[src/rtl/eq_sched_pkg.sv]
// Shared types and helpers for the EQ band scheduler.
package eq_sched_pkg;

  typedef enum logic [2:0] {IDLE, ARB, RUN, DONE} sched_st_t;

  localparam int Q_SHIFT = 15;

  // Clip a signed value to the range of a dw-bit signed word.
  function automatic logic signed [63:0] sat_dw(input logic signed [63:0] v, input int dw);
    logic signed [63:0] hi;
    logic signed [63:0] lo;
    hi = (64'sd1 <<< (dw - 1)) - 64'sd1;
    lo = -(64'sd1 <<< (dw - 1));
    if (v > hi) return hi;
    else if (v < lo) return lo;
    else return v;
  endfunction

endpackage

[src/rtl/rr_arbiter.sv]
// Combinational round-robin arbiter: first requester at or after ptr, wrapping.
module rr_arbiter #(
  parameter int N  = 4,
  parameter int PW = 2
) (
  input  logic [N-1:0]  req,
  input  logic [PW-1:0] ptr,
  output logic [N-1:0]  gnt,
  output logic [PW-1:0] idx
);

  logic          found;
  logic [PW-1:0] k;

  always_comb begin
    gnt   = '0;
    idx   = '0;
    found = 1'b0;
    k     = '0;
    for (int i = 0; i < N; i++) begin
      k = PW'((int'(ptr) + i) % N);
      if (!found && req[k]) begin
        found  = 1'b1;
        gnt[k] = 1'b1;
        idx    = k;
      end
    end
  end

endmodule

[src/rtl/eq_band_scheduler.sv]
// Time-shares one MAC and coefficient ROM between NUM_BANDS FIR bands.
// RESULT_SAT_EN: when defined, the Q1.15 result is clipped instead of wrapped.
module eq_band_scheduler
  import eq_sched_pkg::*;
#(
  parameter int NUM_BANDS = 4,
  parameter int TAPS      = 1021,
  parameter int AW        = 10,
  parameter int DW        = 16,
  parameter int ACCW      = 40
) (
  input  logic                 clk,
  input  logic                 rst_n,
  input  logic [NUM_BANDS-1:0] band_req,
  input  logic [DW-1:0]        smpl_in,
  input  logic                 smpl_vld,
  input  logic [DW-1:0]        coeff,
  output logic [AW-1:0]        coeff_addr,
  output logic [NUM_BANDS-1:0] grant,
  output logic [NUM_BANDS-1:0] band_done,
  output logic [DW-1:0]        band_result,
  output logic                 busy
);

  localparam int PW = (NUM_BANDS > 1) ? $clog2(NUM_BANDS) : 1;
  localparam int TW = $clog2(TAPS + 1);

  if (TAPS > (1 << AW)) begin : g_taps_chk
    $error("TAPS exceeds coefficient ROM depth");
  end

  sched_st_t state, state_nxt;

  logic [NUM_BANDS-1:0] gnt_q, arb_gnt;
  logic [PW-1:0]        rr_ptr, gnt_idx, arb_idx, ptr_inc;
  logic [TW-1:0]        tap_cnt;
  logic [DW-1:0]        smpl_d;
  logic                 vld_d;
  logic [ACCW-1:0]      acc, acc_nxt;
  logic [2*DW-1:0]      prod;
  logic [DW-1:0]        result_q, result_nxt;
  logic                 abort, accept, last_acc;

  rr_arbiter #(.N(NUM_BANDS), .PW(PW)) u_arb (
    .req (band_req),
    .ptr (rr_ptr),
    .gnt (arb_gnt),
    .idx (arb_idx)
  );

  assign abort    = (state == RUN) && ((band_req & gnt_q) == '0);
  assign accept   = (state == RUN) && smpl_vld && (tap_cnt < TW'(TAPS));
  // tap_cnt already counts the sample whose product is being added
  assign last_acc = (state == RUN) && vld_d && (tap_cnt == TW'(TAPS)) && !abort;
  assign ptr_inc  = (gnt_idx == PW'(NUM_BANDS - 1)) ? '0 : gnt_idx + PW'(1);

  assign prod    = {{DW{smpl_d[DW-1]}}, smpl_d} * {{DW{coeff[DW-1]}}, coeff};
  assign acc_nxt = acc + {{(ACCW-2*DW){prod[2*DW-1]}}, prod};

`ifdef RESULT_SAT_EN
  assign result_nxt = DW'(sat_dw($signed({{(64-ACCW){acc_nxt[ACCW-1]}}, acc_nxt}) >>> Q_SHIFT, DW));
`else
  assign result_nxt = acc_nxt[DW+Q_SHIFT-1:Q_SHIFT];
`endif

  always_ff @(posedge clk) begin
    if (!rst_n) begin
      state    <= IDLE;
      gnt_q    <= '0;
      gnt_idx  <= '0;
      rr_ptr   <= '0;
      tap_cnt  <= '0;
      smpl_d   <= '0;
      vld_d    <= 1'b0;
      acc      <= '0;
      result_q <= '0;
    end else begin
      state  <= state_nxt;
      smpl_d <= smpl_in;
      vld_d  <= accept;
      case (state)
        ARB: begin
          gnt_q   <= arb_gnt;
          gnt_idx <= arb_idx;
          acc     <= '0;
          tap_cnt <= '0;
        end
        RUN: begin
          if (abort) begin
            acc     <= '0;
            tap_cnt <= '0;
            rr_ptr  <= ptr_inc;
          end else begin
            if (accept)   tap_cnt  <= tap_cnt + TW'(1);
            if (vld_d)    acc      <= acc_nxt;
            if (last_acc) result_q <= result_nxt;
          end
        end
        DONE: begin
          rr_ptr  <= ptr_inc;
          tap_cnt <= '0;
        end
        default: ;
      endcase
    end
  end

  always_comb begin
    state_nxt = state;
    case (state)
      IDLE:    if (|band_req) state_nxt = ARB;
      ARB:     state_nxt = (|band_req) ? RUN : IDLE;
      RUN: begin
        if (abort)         state_nxt = (|band_req) ? ARB : IDLE;
        else if (last_acc) state_nxt = DONE;
      end
      DONE:    state_nxt = (|band_req) ? ARB : IDLE;
      default: state_nxt = IDLE;
    endcase
  end

  assign grant       = (state == RUN)  ? gnt_q : '0;
  assign band_done   = (state == DONE) ? gnt_q : '0;
  assign band_result = result_q;
  assign busy        = (state != IDLE);
  assign coeff_addr  = AW'(tap_cnt);

endmodule

[config.mk]
export PLATFORM = sky130hd
export DESIGN_NAME = eq_band_scheduler
export DESIGN_NICKNAME = d
export VERILOG_FILES = /design/src/rtl/eq_sched_pkg.sv /design/src/rtl/rr_arbiter.sv /design/src/rtl/eq_band_scheduler.sv
export SDC_FILE = /design/constraint.sdc
export NUM_CORES = 1
export LEC_CHECK = 0
export CAP_MARGIN = 20
export CORE_ASPECT_RATIO = 1.75
export CORE_MARGIN = 2
export CORE_UTILIZATION = 50
export CTS_BUF_LIST = sky130_fd_sc_hd__clkbuf_4 sky130_fd_sc_hd__clkbuf_8
export DETAILED_ROUTE_END_ITERATION = 12
export MAX_ROUTING_LAYER = met4
export PLACE_DENSITY = 0.68
export RECOVER_POWER = 100
export SLEW_MARGIN = 20
export SYNTH_ARGS = -nofsm -noshare
export SYNTH_HDL_FRONTEND = slang
export SYNTH_HIERARCHICAL = 1
export SYNTH_SLANG_ARGS = --single-unit
[constraint.sdc]
create_clock -name clk -period 16 [get_ports clk]
set_input_delay 1.6 -clock clk [delete_from_list [all_inputs] [get_ports clk]]
set_output_delay 1.6 -clock clk [all_outputs]
set_load 0.02 [all_outputs]
==> summary.txt <==
Status
  – Status: complete, but fails checks
  – Failing checks: capacitance limit, slew limit

CTS
  – Post-CTS Hold Fix Bufs: 0
  – Sink Count: 84
  – CTS tree: done
  – CTS Root Cell: clkbuf_8
  – Cts repair resizes: 0
  – Setup repair bufs after CTS: 0
  – Clock Path Buffers: 2
  – Worst-Skew Late Latency: 370 ps
  – Num CTS Buffers: 9
  – H-tree level count: 3
  – CTS clk-pin slew, worst paths: 80 ps

Worst setup path
  – Worst path top cell family by delay: adder cells
  – Slowest stage delay, CP: 970 ps
  – Crit end category: flip-flop
  – CP required: 16250 ps
  – Cell repeated most along the worst path: fa_1
  – Crit Path Category: input pin to flip-flop
  – Setup crit start kind: input pin
  – Arr. time, crit path: 10740 ps
  – Worst path bufs/invs: 4
  – Critical Path Slowest Stage Cell: dlygate4sd3_1
  – Reg2reg setup slack: 6850 ps
  – Worst-path fanout max: 16

Pwr
  – Power Density: 195 nW/um2
  – VDD IR-drop max: 0.152 mV
  – Net Sw Frac: 52.6%
  – Pwr Total: 3.09 mW
  – Comb pwr share: 86.7%
  – Pleak: 7.71 nW
  – Share of power burned in registers: 7.5%
  – P_sw: 1.62 mW
  – Clock network fraction of total power: 5.8%
  – Int Pwr: 1.46 mW

Timing
  – Max Transition Viols Final: 78
  – Worst slew pin tran: 2680 ps
  – Setup Skew: 10.4 ps
  – Period utilization: 65.5%
  – Fmax: 0.0954 GHz
  – Fin Setup TNS: 0 ps
  – RSZ-0062 raised after global routing: no
  – Final Hold Fails: 0
  – Relative slew slack: -78.9%
  – Worst setup margin: 5520 ps
  – Tmin final: 10480 ps
  – Hold_ws: 475 ps
  – Finish-stage setup viols: 0

Synth
  – Post-synth EDFFs: 0
  – Seq/Total Area, Yosys: 11.5%
  – Mean Syn Cell Area: 9.01 um2
  – Flops & latches, synth: 84
  – Net Count, Synth: 2043
  – Syn. warnings: 6
  – Mapped Area: 14600 um2
  – Main synth FF type: dfxtp_1
  – Gate Count Post-Synth: 1625
  – Cell variety after synth: 70
  – Post-synthesis async set-or-reset flop share: 0%

Routing
  – First drt pass iteration count: 5
  – Average wire per standard cell: 17.2 um
  – # DRC: 0
  – Vias per inst: 5.36
  – Final ANT Viol Nets: 0
  – Via count: 11000
  – Total wire length: 35100 um
  – Iter 0 DRT Violations: 581

Place
  – Routability cong.: 0.966
  – Placed cells: 2027
  – Placed Area: 15700 um2
  – DP Worst Slack: 5720 ps
  – Hpwl dp: 29200 um
  – Number of port buffers: 73

Global route
  – Gr ovfl total: 0
  – Initial antenna violation count: 0
  – Vias in the first global route: 12000
  – Largest net degree at the start of global routing: 78
  – GRT Util Overall: 25.2%
  – First-pass GRT wire length: 60100 um

Final layout
  – Post-route cell area: 15900 um2
  – Most frequent cells in the layout: 305 x inv_1, 257 x fa_1, 179 x nand2_1
  – Fillcell total: 2704
  – Share of layout cells above drive strength 1: 2.52%
  – Final Non-Filler Cells: 2043
  – Most common cell after layout, fill and taps aside: inv_1
  – Final nets: 2078
  – Utilization after layout: 55.2%
  – Layout area overhead: 8.25%
  – Inserted Diodes: 0

Floorplan
  – Core area: 28700 um2
  – Row count: 82
  – Chip height: 230 um
  – Initial Util: 51.0%
  – Top Ports: 74
  – Die X: 133 um
  – Die area: 30700 um2

Flow run
  – Maxcap violations: 1

Hold path
  – Worst Hold Class: flip-flop to flip-flop
## per-layer routing
metal / up-vias / global-route usage [%] / share of wire, %
met1: 5499 / 27.3 / 38
li1: 5137 / - / -
met2: 237 / 46.5 / 55
met4: 0 / 10.7 / 4.3
met3: 82 / 2.44 / 3.1
met5: - / - / 0
## layout make-up
class,instances,area [um2],area share (%)
Timing Repair Buffer,78,759,4.79
Clock buffer,13,173,1.09
Multi-Input combinational cell,1181,11600,72.9
Sequential cell,84,1680,10.6
Clock inverter,3,67.6,0.426
Inverter,306,1150,7.24
Tap cell,378,473,2.98
## registers in the layout (all words and copies together) (netlist names)
name and cells:
acc 31, band_result 16, smpl_d 16, coeff_addr 10, gnt_q 4, gnt_idx 2
rr_ptr 2, state 2, vld_d 1
## power by group through the flow
stage | clock [mW] | sequential [mW] | combinational [mW]
CTS | 0.185 | 0.230 | 2.70
finish | 0.180 | 0.230 | 2.68
floorplan | 0 | 0.222 | 2.14
global placement | 0 | 0.235 | 2.63
global route | 0.193 | 0.231 | 3.07
detailed placement | 0 | 0.235 | 2.67
## worst reg2reg max path, delay by kind of cell, from the launching register on
kind                     cells  cell delay, ps
adder cells (fa/ha/maj)      8            3470
AO/OA/AOI/OAI                8            2600
AND/OR/NAND/NOR              6            1420
flip-flops                   1             890
XOR/XNOR                     2             350
multiplexers                 1             170
buffers and inverters        3             150
## Yosys cell counts, types with 9 or more instances
| cell | count | share of area, % |
|---|---|---|
| a21boi_0 | 12 | 0.62 |
| a21o_1 | 30 | 1.5 |
| a21oi_1 | 38 | 1.3 |
| a22oi_1 | 24 | 1.2 |
| and2_1 | 142 | 6.1 |
| and3_1 | 9 | 0.38 |
| clkbuf_1 | 50 | 1.3 |
| dfxtp_1 | 84 | 11 |
| fa_1 | 257 | 35 |
| ha_1 | 122 | 10 |
| inv_1 | 305 | 7.8 |
| mux2i_1 | 9 | 0.62 |
| nand2_1 | 179 | 4.6 |
| nand2b_1 | 20 | 0.85 |
| nand3_1 | 20 | 0.68 |
| nor2_1 | 54 | 1.4 |
| nor2b_1 | 44 | 1.9 |
| nor3_1 | 10 | 0.34 |
| o21a_1 | 11 | 0.56 |
| o21ai_0 | 35 | 1.2 |
| xnor2_1 | 44 | 2.6 |
| xor2_1 | 25 | 1.5 |
## final timing paths
check	startpoint	endpoint	depth (start not counted)
setup / recovery	coeff[3]	band_result[14]	29
hold / removal	band_result[2]	band_result[2]	2
setup reg to reg	smpl_d[6]	band_result[14]	28
hold reg to reg	band_result[2]	band_result[2]	2
## cell families (layout without fill, tap and decap cells)
logic type               after synthesis  after routing  share of synthesized area (%)
AND/OR/NAND/NOR                      506            506                           17.7
adder cells (fa/ha/maj)              379            379                           45.6
buffers and inverters                360            400                           9.26
AO/OA/AOI/OAI                        213            213                           10.5
flip-flops                            84             84                           11.5
XOR/XNOR                              70             70                           4.29
multiplexers                          13             13                           1.23
(Power assumes the default switching activity.)
